--- src/rtl/apb_pkg.sv ---
// ============================================================================
//  Module      : apb_pkg
//  Description : Shared types and constants for the APB completer: transfer
//                phase encoding, PWRITE direction values and wait-counter width.
//  Revision    : 1.0 - initial release
// ============================================================================
`default_nettype none

package apb_pkg;

  // Bus phase as seen by the completer
  typedef enum logic [1:0] {
    IDLE   = 2'd0,
    SETUP  = 2'd1,
    ACCESS = 2'd2
  } apb_state_e;

  localparam logic APB_WRITE = 1'b1;
  localparam logic APB_READ  = 1'b0;

  // Width of the wait-state counter (WAIT_STATES range 0..15)
  localparam int WAIT_CNT_W = 4;

endpackage

`default_nettype wire

--- src/rtl/apb_fifo.sv ---
// ============================================================================
//  Module      : apb_fifo
//  Description : Synchronous FIFO with occupancy count. Push is ignored when
//                full, pop is ignored when empty. Head reads 0 while empty.
//  Revision    : 1.0 - initial release
// ============================================================================
`default_nettype none

module apb_fifo
  import apb_pkg::*;
#(
  parameter int m     = 8,
  parameter int DEPTH = 4
) (
  input  logic                     clk,
  input  logic                     rst_n,
  input  logic                     push,
  input  logic [m-1:0]             push_data,
  input  logic                     pop,
  output logic [m-1:0]             head,
  output logic                     full,
  output logic                     empty,
  output logic [$clog2(DEPTH):0]   count
);

  localparam int PW = $clog2(DEPTH);
  localparam int CW = PW + 1;

  logic [m-1:0]  mem [DEPTH];
  logic [PW-1:0] wr_ptr;
  logic [PW-1:0] rd_ptr;
  logic          do_push;
  logic          do_pop;

  assign full    = (count == CW'(DEPTH));
  assign empty   = (count == '0);
  assign do_push = push & ~full;
  assign do_pop  = pop & ~empty;
  assign head    = empty ? '0 : mem[rd_ptr];

  // Pointers wrap naturally because DEPTH is a power of two
  always_ff @(posedge clk or negedge rst_n) begin
    if (!rst_n) begin
      wr_ptr <= '0;
      rd_ptr <= '0;
      count  <= '0;
    end else begin
      if (do_push) wr_ptr <= wr_ptr + 1'b1;
      if (do_pop)  rd_ptr <= rd_ptr + 1'b1;
      case ({do_push, do_pop})
        2'b10:   count <= count + 1'b1;
        2'b01:   count <= count - 1'b1;
        default: count <= count;
      endcase
    end
  end

  // Storage array; no reset needed since head is masked while empty
  always_ff @(posedge clk) begin
    if (do_push) mem[wr_ptr] <= push_data;
  end

endmodule

`default_nettype wire

--- src/rtl/apb_completer.sv ---
// ============================================================================
//  Module      : apb_completer
//  Description : APB completer. Writes push PWDATA into a FIFO drained over a
//                valid/ready port; reads return 1 on PRDATA when the FIFO is
//                empty. Wait states come from a fixed per-transfer count and
//                from FIFO back-pressure on writes.
//                Optional macro APB_COMPLETER_SLVERR_EN: adds PSLVERR and turns
//                a write to a full FIFO into an error completion (data dropped)
//                instead of a stall.
//  Revision    : 1.0 - initial release
// ============================================================================
`default_nettype none

module apb_completer
  import apb_pkg::*;
#(
  parameter int m           = 8,
  parameter int DEPTH       = 4,
  parameter int WAIT_STATES = 0
) (
  input  logic                    PCLK,
  input  logic                    PRESET,
  input  logic                    PSEL,
  input  logic                    PENABLE,
  input  logic                    PWRITE,
  input  logic [m-1:0]            PWDATA,
  output logic                    PREADY,
  output logic                    PRDATA,
`ifdef APB_COMPLETER_SLVERR_EN
  output logic                    PSLVERR,
`endif
  output logic [m-1:0]            o_data,
  output logic                    o_valid,
  input  logic                    i_ready,
  output logic [$clog2(DEPTH):0]  o_count
);

  apb_state_e             state;
  apb_state_e             state_nxt;
  apb_state_e             phase;
  logic [WAIT_CNT_W-1:0]  wait_cnt;
  logic                   wr_q;
  logic [m-1:0]           wdata_q;
  logic                   full;
  logic                   empty;
  logic                   complete;
  logic                   push;

  // The register remembers whether a transfer is in its ACCESS phase; a
  // SETUP phase is recognised from the live bus so that the ACCESS phase of
  // the bus and of the completer line up in the same cycle.
  always_comb begin
    phase = state;
    if (state == IDLE && PSEL && !PENABLE) phase = SETUP;
  end

  // Next state: SETUP always moves to ACCESS; ACCESS ends on completion or
  // when PSEL drops (abort). A back-to-back transfer re-enters SETUP via the
  // live decode above in the cycle after completion.
  always_comb begin
    state_nxt = state;
    case (phase)
      IDLE:    state_nxt = IDLE;
      SETUP:   state_nxt = ACCESS;
      ACCESS:  state_nxt = (!PSEL || complete) ? IDLE : ACCESS;
      default: state_nxt = IDLE;
    endcase
  end

  // State register
  always_ff @(posedge PCLK or negedge PRESET) begin
    if (!PRESET) state <= IDLE;
    else         state <= state_nxt;
  end

  // Wait counter loads on entry to ACCESS and counts down to zero
  always_ff @(posedge PCLK or negedge PRESET) begin
    if (!PRESET) begin
      wait_cnt <= '0;
    end else if (phase == SETUP) begin
      wait_cnt <= WAIT_CNT_W'(WAIT_STATES);
    end else if (phase == ACCESS && wait_cnt != '0) begin
      wait_cnt <= wait_cnt - 1'b1;
    end
  end

  // Direction and data are captured at the end of SETUP; later changes ignored
  always_ff @(posedge PCLK or negedge PRESET) begin
    if (!PRESET) begin
      wr_q    <= APB_READ;
      wdata_q <= '0;
    end else if (phase == SETUP) begin
      wr_q    <= PWRITE;
      wdata_q <= PWDATA;
    end
  end

`ifdef APB_COMPLETER_SLVERR_EN
  // Full FIFO never stalls; the write completes with an error instead
  always_comb begin
    PREADY  = 1'b1;
    if (phase == ACCESS) PREADY = (wait_cnt == '0);
    PSLVERR = complete && (wr_q == APB_WRITE) && full;
  end
`else
  // Full is judged on the pre-pop count, so a same-cycle pop still stalls
  always_comb begin
    PREADY = 1'b1;
    if (phase == ACCESS) PREADY = (wait_cnt == '0) && !((wr_q == APB_WRITE) && full);
  end
`endif

  assign complete = (phase == ACCESS) && PSEL && PENABLE && PREADY;
  assign push     = complete && (wr_q == APB_WRITE) && !full;
  assign PRDATA   = (phase == ACCESS) && (wr_q == APB_READ) && (o_count == '0);
  assign o_valid  = ~empty;

  apb_fifo #(
    .m     (m),
    .DEPTH (DEPTH)
  ) u_fifo (
    .clk       (PCLK),
    .rst_n     (PRESET),
    .push      (push),
    .push_data (wdata_q),
    .pop       (i_ready),
    .head      (o_data),
    .full      (full),
    .empty     (empty),
    .count     (o_count)
  );

endmodule

`default_nettype wire

--- config.mk ---
export PLATFORM = sky130hd
export DESIGN_NAME = apb_completer
export DESIGN_NICKNAME = d
export VERILOG_FILES = /design/src/rtl/apb_pkg.sv /design/src/rtl/apb_fifo.sv /design/src/rtl/apb_completer.sv
export SDC_FILE = /design/constraint.sdc
export NUM_CORES = 1
export LEC_CHECK = 0
export ABC_CLOCK_PERIOD_IN_PS = 3390
export CAP_MARGIN = 20
export CORE_MARGIN = 2
export CORE_UTILIZATION = 58
export CTS_CLUSTER_DIAMETER = 30
export DETAILED_ROUTE_END_ITERATION = 8
export PLACE_DENSITY = 0.83
export SLEW_MARGIN = 20
export SYNTH_ARGS = -nofsm -noshare
export SYNTH_HDL_FRONTEND = slang
export SYNTH_SLANG_ARGS = --single-unit
export TNS_END_PERCENT = 50
--- constraint.sdc ---
create_clock -name PCLK -period 3.39 [get_ports PCLK]
set_input_delay 0.339 -clock PCLK [delete_from_list [all_inputs] [get_ports PCLK]]
set_output_delay 0.339 -clock PCLK [all_outputs]
set_load 0.01 [all_outputs]
After elaboration in Yosys (flattened, before gate mapping). Memory sizes are Yosys's and may differ from the RTL's. Cells that the tools add are included.

Output and inout port bits: 14. Input port bits: 14. Memory bits (writable): 32. Register bits after elaboration: 22. Memories: 1.

Memories: u_fifo.mem (depth 4, bits a word 8, rd ports 1, clocked after Yosys merged registers in 0, write ports 1, line apb_fifo.sv:29) `logic [m-1:0] mem [DEPTH];`.

Add/sub/neg operators: 5. Mux-type cells: 10. Bitwise logic cells: 5. Reductions and logical operators: 23. Equal/unequal tests: 5.

Operator list (count): $logic_and 1x1->1 (12); $mux 4 (2); $mux 8 (1); $pmux 3 s2 (1); $add 2x1->2 const B (2); $eq 2x1->1 const B (2); $eq 2x2->1 const B (2); $logic_not 1->1 (4); $logic_not 4->1 (1); $mux 2 (2); $pmux 2 s2 (1); $reduce_bool 2->1 (2); $reduce_bool 4->1 (1); $sub 4x1->4 const B (1); $add 3x1->3 const B (1); $eq 3x3->1 const B (1); $logic_not 3->1 (1); $mux 1 (3); $not 1->1 (3); $sub 3x1->3 const B (1); $and 1x1->1 (2); $logic_not 2->1 (1); $logic_or 1x1->1 (1).

Logic depth before layout (Yosys ltp).
Depth after elaboration: 13. Depth in mapped cells: 11. Gate-level depth less buffers: 11.

Modules after synthesis. Synthesis repeated with hierarchy kept, for this count alone.

Cells, all modules: 141. Area, all modules: 2321.0 um^2.

By module, submodules not included: apb_fifo (times used 1, area an instance 1656.6 um^2, cells each 89); apb_completer (times used 1, area an instance 664.4 um^2, cells each 52).

Least setup slack after synthesis. OpenSTA, ideal clock, no wires.

Path kind: reg-to-reg. Start: register wait_cnt[0]. End: register u_fifo.count[2]. Slack: 1116 ps. Buffers on the path: 0. Data required time: 3263 ps. Arrival: 2148 ps. Stages on the path, launching flop included: 12. Path through: dfrtp_1 -> inv_1 -> ha_1 -> or3b_4 -> a211oi_4 -> inv_1 -> ha_1 -> inv_1 -> fa_1 -> xor2_1 -> nor2_1 -> xor2_1.

Cells in the longest elaborated chain, start to end: 9. Elaborated cells on any way between the ends: 11.

Ends and longest elaborated chain: from (decl) (line apb_completer.sv:41) `logic [WAIT_CNT_W-1:0] wait_cnt;`; from (signal assigned) (line apb_completer.sv:81) `wait_cnt <= WAIT_CNT_W'(WAIT_STATES);`; from (signal assigned) (line apb_completer.sv:83) `wait_cnt <= wait_cnt - 1'b1;`; $logic_not 4->1 * (line apb_completer.sv:109) `if (phase == ACCESS) PREADY = (wait_cnt == '0) && !((wr_q == APB_WRITE) && full);`; $logic_and 1x1->1 * (line apb_completer.sv:109); $mux 1 * (line apb_completer.sv:109); $logic_and 1x1->1 * (line apb_completer.sv:113) `assign complete = (phase == ACCESS) && PSEL && PENABLE && PREADY;`; $logic_and 1x1->1 * (2 in a row) (line apb_completer.sv:114) `assign push = complete && (wr_q == APB_WRITE) && !full;`; $and 1x1->1 * (line apb_fifo.sv:37) `assign do_push = push & ~full;`; $eq 2x1->1 or $eq 2x2->1 (tied branches) (line apb_fifo.sv:50) `case ({do_push, do_pop})`; $pmux 3 s2 or $reduce_bool 2->1 (tied branches); to (signal assigned) (line apb_fifo.sv:51) `2'b10: count <= count + 1'b1;`; to (signal assigned) (line apb_fifo.sv:52) `2'b01: count <= count - 1'b1;`; to (signal assigned) (line apb_fifo.sv:53) `default: count <= count;`; to (decl) (line apb_fifo.sv:23) `output logic [$clog2(DEPTH):0] count`.

Mark *: on every way between the ends. The rest lies on a longest branch, timed or not. A chain may end at the register's enable or synchronous reset.

Worst setup path in the final report.
Start: register u_fifo.rd_ptr[0]. End: output o_data[6].

Cells in the longest elaborated chain, start to end: 2.

Ends and longest elaborated chain: from (decl) (line apb_fifo.sv:31) `logic [PW-1:0] rd_ptr;`; from (signal assigned) (line apb_fifo.sv:49) `if (do_pop) rd_ptr <= rd_ptr + 1'b1;`; $mem_v2 4x8; $mux 8 (line apb_fifo.sv:39) `assign head = empty ? '0 : mem[rd_ptr];`; to (decl) (line apb_completer.sv:32) `output logic [m-1:0] o_data,`.

Every way passes these cells.

==> results.py <==
metrics = {
    "outcome": {
        "run_status": "completed",
    },
    "cts": {
        "clk_path_buf_depth": 2,
        "tritoncts": "built",
        "cts_made_buffers": 5,
        "insertion_delay_ps": 300,
        "clk_pin_slew_worst_paths_ps": 90,
        "cts.repair_timing.setup_buffer_count": 0,
        "clock_tree.root_cell": "sky130_fd_sc_hd__clkbuf_8",
        "cts-htree-levels": 2,
        "ctsResizeCount": 0,
        "cts_sinks": 53,
        "post_cts_hold_buffer_count": 0,
    },
    "routing": {
        "wl_per_cell_um": 16.6,
        "wl_met2_um": 2160,
        "m1WireLength_um": 1450,
        "dr_total_vias": 1270,
        "top_layer_used": "met4",
        "wirelength_um": 3860,
        "vias_per_cell": 5.45,
        "final_antenna_net_count": 0,
        "drt_pass1_iterations": 4,
        "first_iteration_detailed_routing_drc_count": 48,
        "drc": 0,
        "routed-wl-met3_um": 177,
    },
    "sta": {
        "timing_hold_violations_final": 0,
        "tightestPinTransition_ps": 738,
        "setup_viol_count_final": 0,
        "finalSetupTns_ps": 0,
        "final.min_clock_period_ps": 2590,
        "count_of_final_max_slew_check_failures": 0,
        "finClkSkew_ps": 5.30,
        "timing.final.crit_share_pct": 76.3,
        "grt_setup_unrepaired": "false",
        "fmaxAchievable_mhz": 386,
        "max_transition_margin_pct": 50.6,
    },
    "yosys": {
        "synthesis.area_um2": 2260,
        "yosys_most_used_dff": "sky130_fd_sc_hd__edfxtp_1",
        "synth-async-reset-ratio_pct": 39.6,
        "yosysSeqAreaShare_pct": 65.8,
        "synth_nets": 176,
        "ys.warnings.count": 0,
        "synth.ff_latch_count": 53,
        "netlist_top_cells_area": "sky130_fd_sc_hd__edfxtp_1 43%, sky130_fd_sc_hd__dfrtp_1 23%, sky130_fd_sc_hd__mux4_2 8.0%, sky130_fd_sc_hd__nand2_1 5.3%, sky130_fd_sc_hd__and2_1 3.9%",
        "cell_taking_the_most_area_after_synthesis": "sky130_fd_sc_hd__edfxtp_1",
        "syn-instance-count": 155,
        "yosys.cell_types.count": 29,
        "syn-mean-instance-area_um2": 14.6,
        "synth_largest_type_area_fraction_pct": 42.5,
        "synth-edff-count": 32,
    },
    "worst_setup_path": {
        "path_class": "flip-flop to output pin",
        "required_ps": 3050,
        "critPathMaxFanout": 10,
        "setup.worst_path.start_class": "flip-flop",
        "worst-endpoint-arrival_ps": 2250,
        "end_kind": "output pin",
    },
    "floorplan": {
        "start_util_pct": 60.8,
        "std_cell_rows": 22,
        "design.die.area_um2": 4410,
        "fp.dieW_um": 66.4,
        "design.core.area_um2": 3720,
        "die_y_um": 66.4,
        "floorplan.io_pins": 28,
    },
    "layout": {
        "drive_gt1_share_pct": 10.8,
        "stdcell_count": 233,
        "final_net_count": 205,
        "area_delta_synth_final_pct": 17.2,
        "insertedDiodeCount": 0,
    },
    "min_path": {
        "path_category_of_the_worst_min_delay_check": "primary input to asynchronous set/reset pin",
    },
    "global_route": {
        "first_global_vias": 1341,
        "overflow": 0,
        "antenna_found_initial": 0,
        "globalRouteTotalUtil_pct": 20.8,
        "first_pass_grt_wire_length_um": 6480,
        "grt_start_max_net_pins": 22,
    },
    "place": {
        "dpl.hpwl_um": 2710,
        "dpl.cell_count": 225,
        "gpl.final_weighted_congestion": 0.704,
        "io_buffer_count": 27,
    },
    "power_and_ir_drop": {
        "peak_ir_drop_on_the_vdd_network_mv": 0.454,
        "p_leak_nw": 1.04,
        "finalPower_mw": 1.97,
        "powerDensity_nw_per_um2": 744,
    },
    "job": {
        "max_cap_viol_count": 0,
    },
}
==> per-layer routing <==
| layer | GRT usage, % | vias up |
|---|---|---|
| li1 | - | 598 |
| met1 | 24.3 | 626 |
| met2 | 36.8 | 39 |
| met3 | 4.09 | 7 |
| met4 | 9.69 | 0 |
| met5 | 0 | - |
==> flip-flops by register name, indices dropped and copies added, names as in the netlist <==
register and flops:
u_fifo.rd_ptr 2, state 1, wdata_q 8, wr_q 1, wait_cnt 4, u_fifo.count 3, u_fifo.wr_ptr 2, u_fifo.mem 32
==> stage by stage <==
stage / cell area, µm² / util, % / worst slack, ps / hold slack (ps)
4_1_cts: 2650 / 71.4 / 746 / 513
3_3_place_gp: 2570 / 69.1 / 1060 / 482
5_1_grt: 2650 / 71.2 / 680 / 19.3
6_report: 2650 / 71.2 / 802 / 2.02
3_5_place_dp: 2570 / 69.1 / 901 / 496
2_1_floorplan: 2260 / - / 1120 / 43.4
==> synthesized netlist by cell type, drive strengths merged (3+ instances only) <==
master	number
mux4	8
ha	6
xor2	3
nor3b	3
edfxtp	32
and2	14
dfrtp	21
nand2	32
nand3	3
xnor2	3
inv	8
clkbuf	3
mux2i	3
==> area by class of cell <==
| cell class | instances | area, µm² |
|---|---|---|
| clock buffers | 7 | 76.3 |
| clock inverters | 1 | 7.51 |
| fillers | 241 | 1070 |
| inverters | 8 | 30.0 |
| multi-input cells | 89 | 722 |
| flip-flops and latches | 53 | 1490 |
| well taps | 48 | 60.1 |
| repair buffers | 27 | 265 |
==> cell usage in the layout (no fill, tap or decap) <==
cell type                         netlist  layout
sky130_fd_sc_hd__o21ai_0                1       1
sky130_fd_sc_hd__nand2_1               32      32
sky130_fd_sc_hd__clkdlybuf4s50_1        0      26
sky130_fd_sc_hd__mux2_4                 1       1
sky130_fd_sc_hd__edfxtp_1              32      32
sky130_fd_sc_hd__and2_1                14      14
sky130_fd_sc_hd__o21ai_1                1       1
sky130_fd_sc_hd__or3b_1                 1       1
sky130_fd_sc_hd__xnor2_1                3       3
sky130_fd_sc_hd__inv_1                  8       8
sky130_fd_sc_hd__a21boi_1               1       1
sky130_fd_sc_hd__clkbuf_8               0       5
sky130_fd_sc_hd__nor2_1                 1       1
sky130_fd_sc_hd__nor3b_2                2       2
sky130_fd_sc_hd__o211ai_1               1       1
sky130_fd_sc_hd__buf_2                  2       1
sky130_fd_sc_hd__nor3b_1                1       1
sky130_fd_sc_hd__xor2_1                 3       3
sky130_fd_sc_hd__clkbuf_1               3       2
sky130_fd_sc_hd__or3b_4                 1       1
sky130_fd_sc_hd__ha_1                   6       6
sky130_fd_sc_hd__nand4_1                1       1
sky130_fd_sc_hd__dfrtp_1               21      21
sky130_fd_sc_hd__nand3_1                3       3
sky130_fd_sc_hd__or3_1                  1       1
sky130_fd_sc_hd__mux4_2                 8       8
sky130_fd_sc_hd__nor3_1                 1       1
sky130_fd_sc_hd__mux2i_1                3       3
sky130_fd_sc_hd__a22oi_1                1       1
sky130_fd_sc_hd__a211oi_4               1       1
sky130_fd_sc_hd__clkinvlp_4             0       1
sky130_fd_sc_hd__fa_1                   1       1
==> where the power goes <==
group | leakage [nW] | internal, mW | total, mW | switching (mW)
Combinational | 0.451 | 0.408 | 0.681 | 0.272
Clock | 0.0385 | 0.146 | 0.335 | 0.189
Sequential | 0.548 | 0.802 | 0.955 | 0.152
Total | 1.04 | 1.36 | 1.97 | 0.614
==> critical path, stage by stage (launching register included) <==
cell                              delay [ps]
sky130_fd_sc_hd__dfrtp_1                 730
sky130_fd_sc_hd__mux4_2                  580
sky130_fd_sc_hd__and2_1                  170
sky130_fd_sc_hd__clkdlybuf4s50_1         470
==> final timing paths <==
path / start / endpoint / slack, ps / cells after the start
worst max-delay path: u_fifo.rd_ptr[0] / o_data[6] / 800 / 3
worst min-delay path: PRESET / wait_cnt[3] / 2 / 1
worst max register to register: wait_cnt[0] / u_fifo.count[1] / 910 / 9
worst min register to register: u_fifo.count[2] / u_fifo.count[2] / 510 / 1
max in group asynchronous: PRESET / wdata_q[6] / 3040 / 1
min in group PCLK: u_fifo.count[2] / u_fifo.count[2] / 510 / 1
==> logic make-up (layout without fill, tap and decap cells) <==
kind of cell	Yosys count	count (layout)	share of synthesized area [%]
simple gates	58	58	13.1
buf+inv	13	43	2.27
flops	53	53	65.8
mux	12	12	9.97
xor+xnor	6	6	2.33
fa+ha+maj	7	7	4.21
compound gates	6	6	2.33
Note: power is estimated with default switching activity, not from simulation.
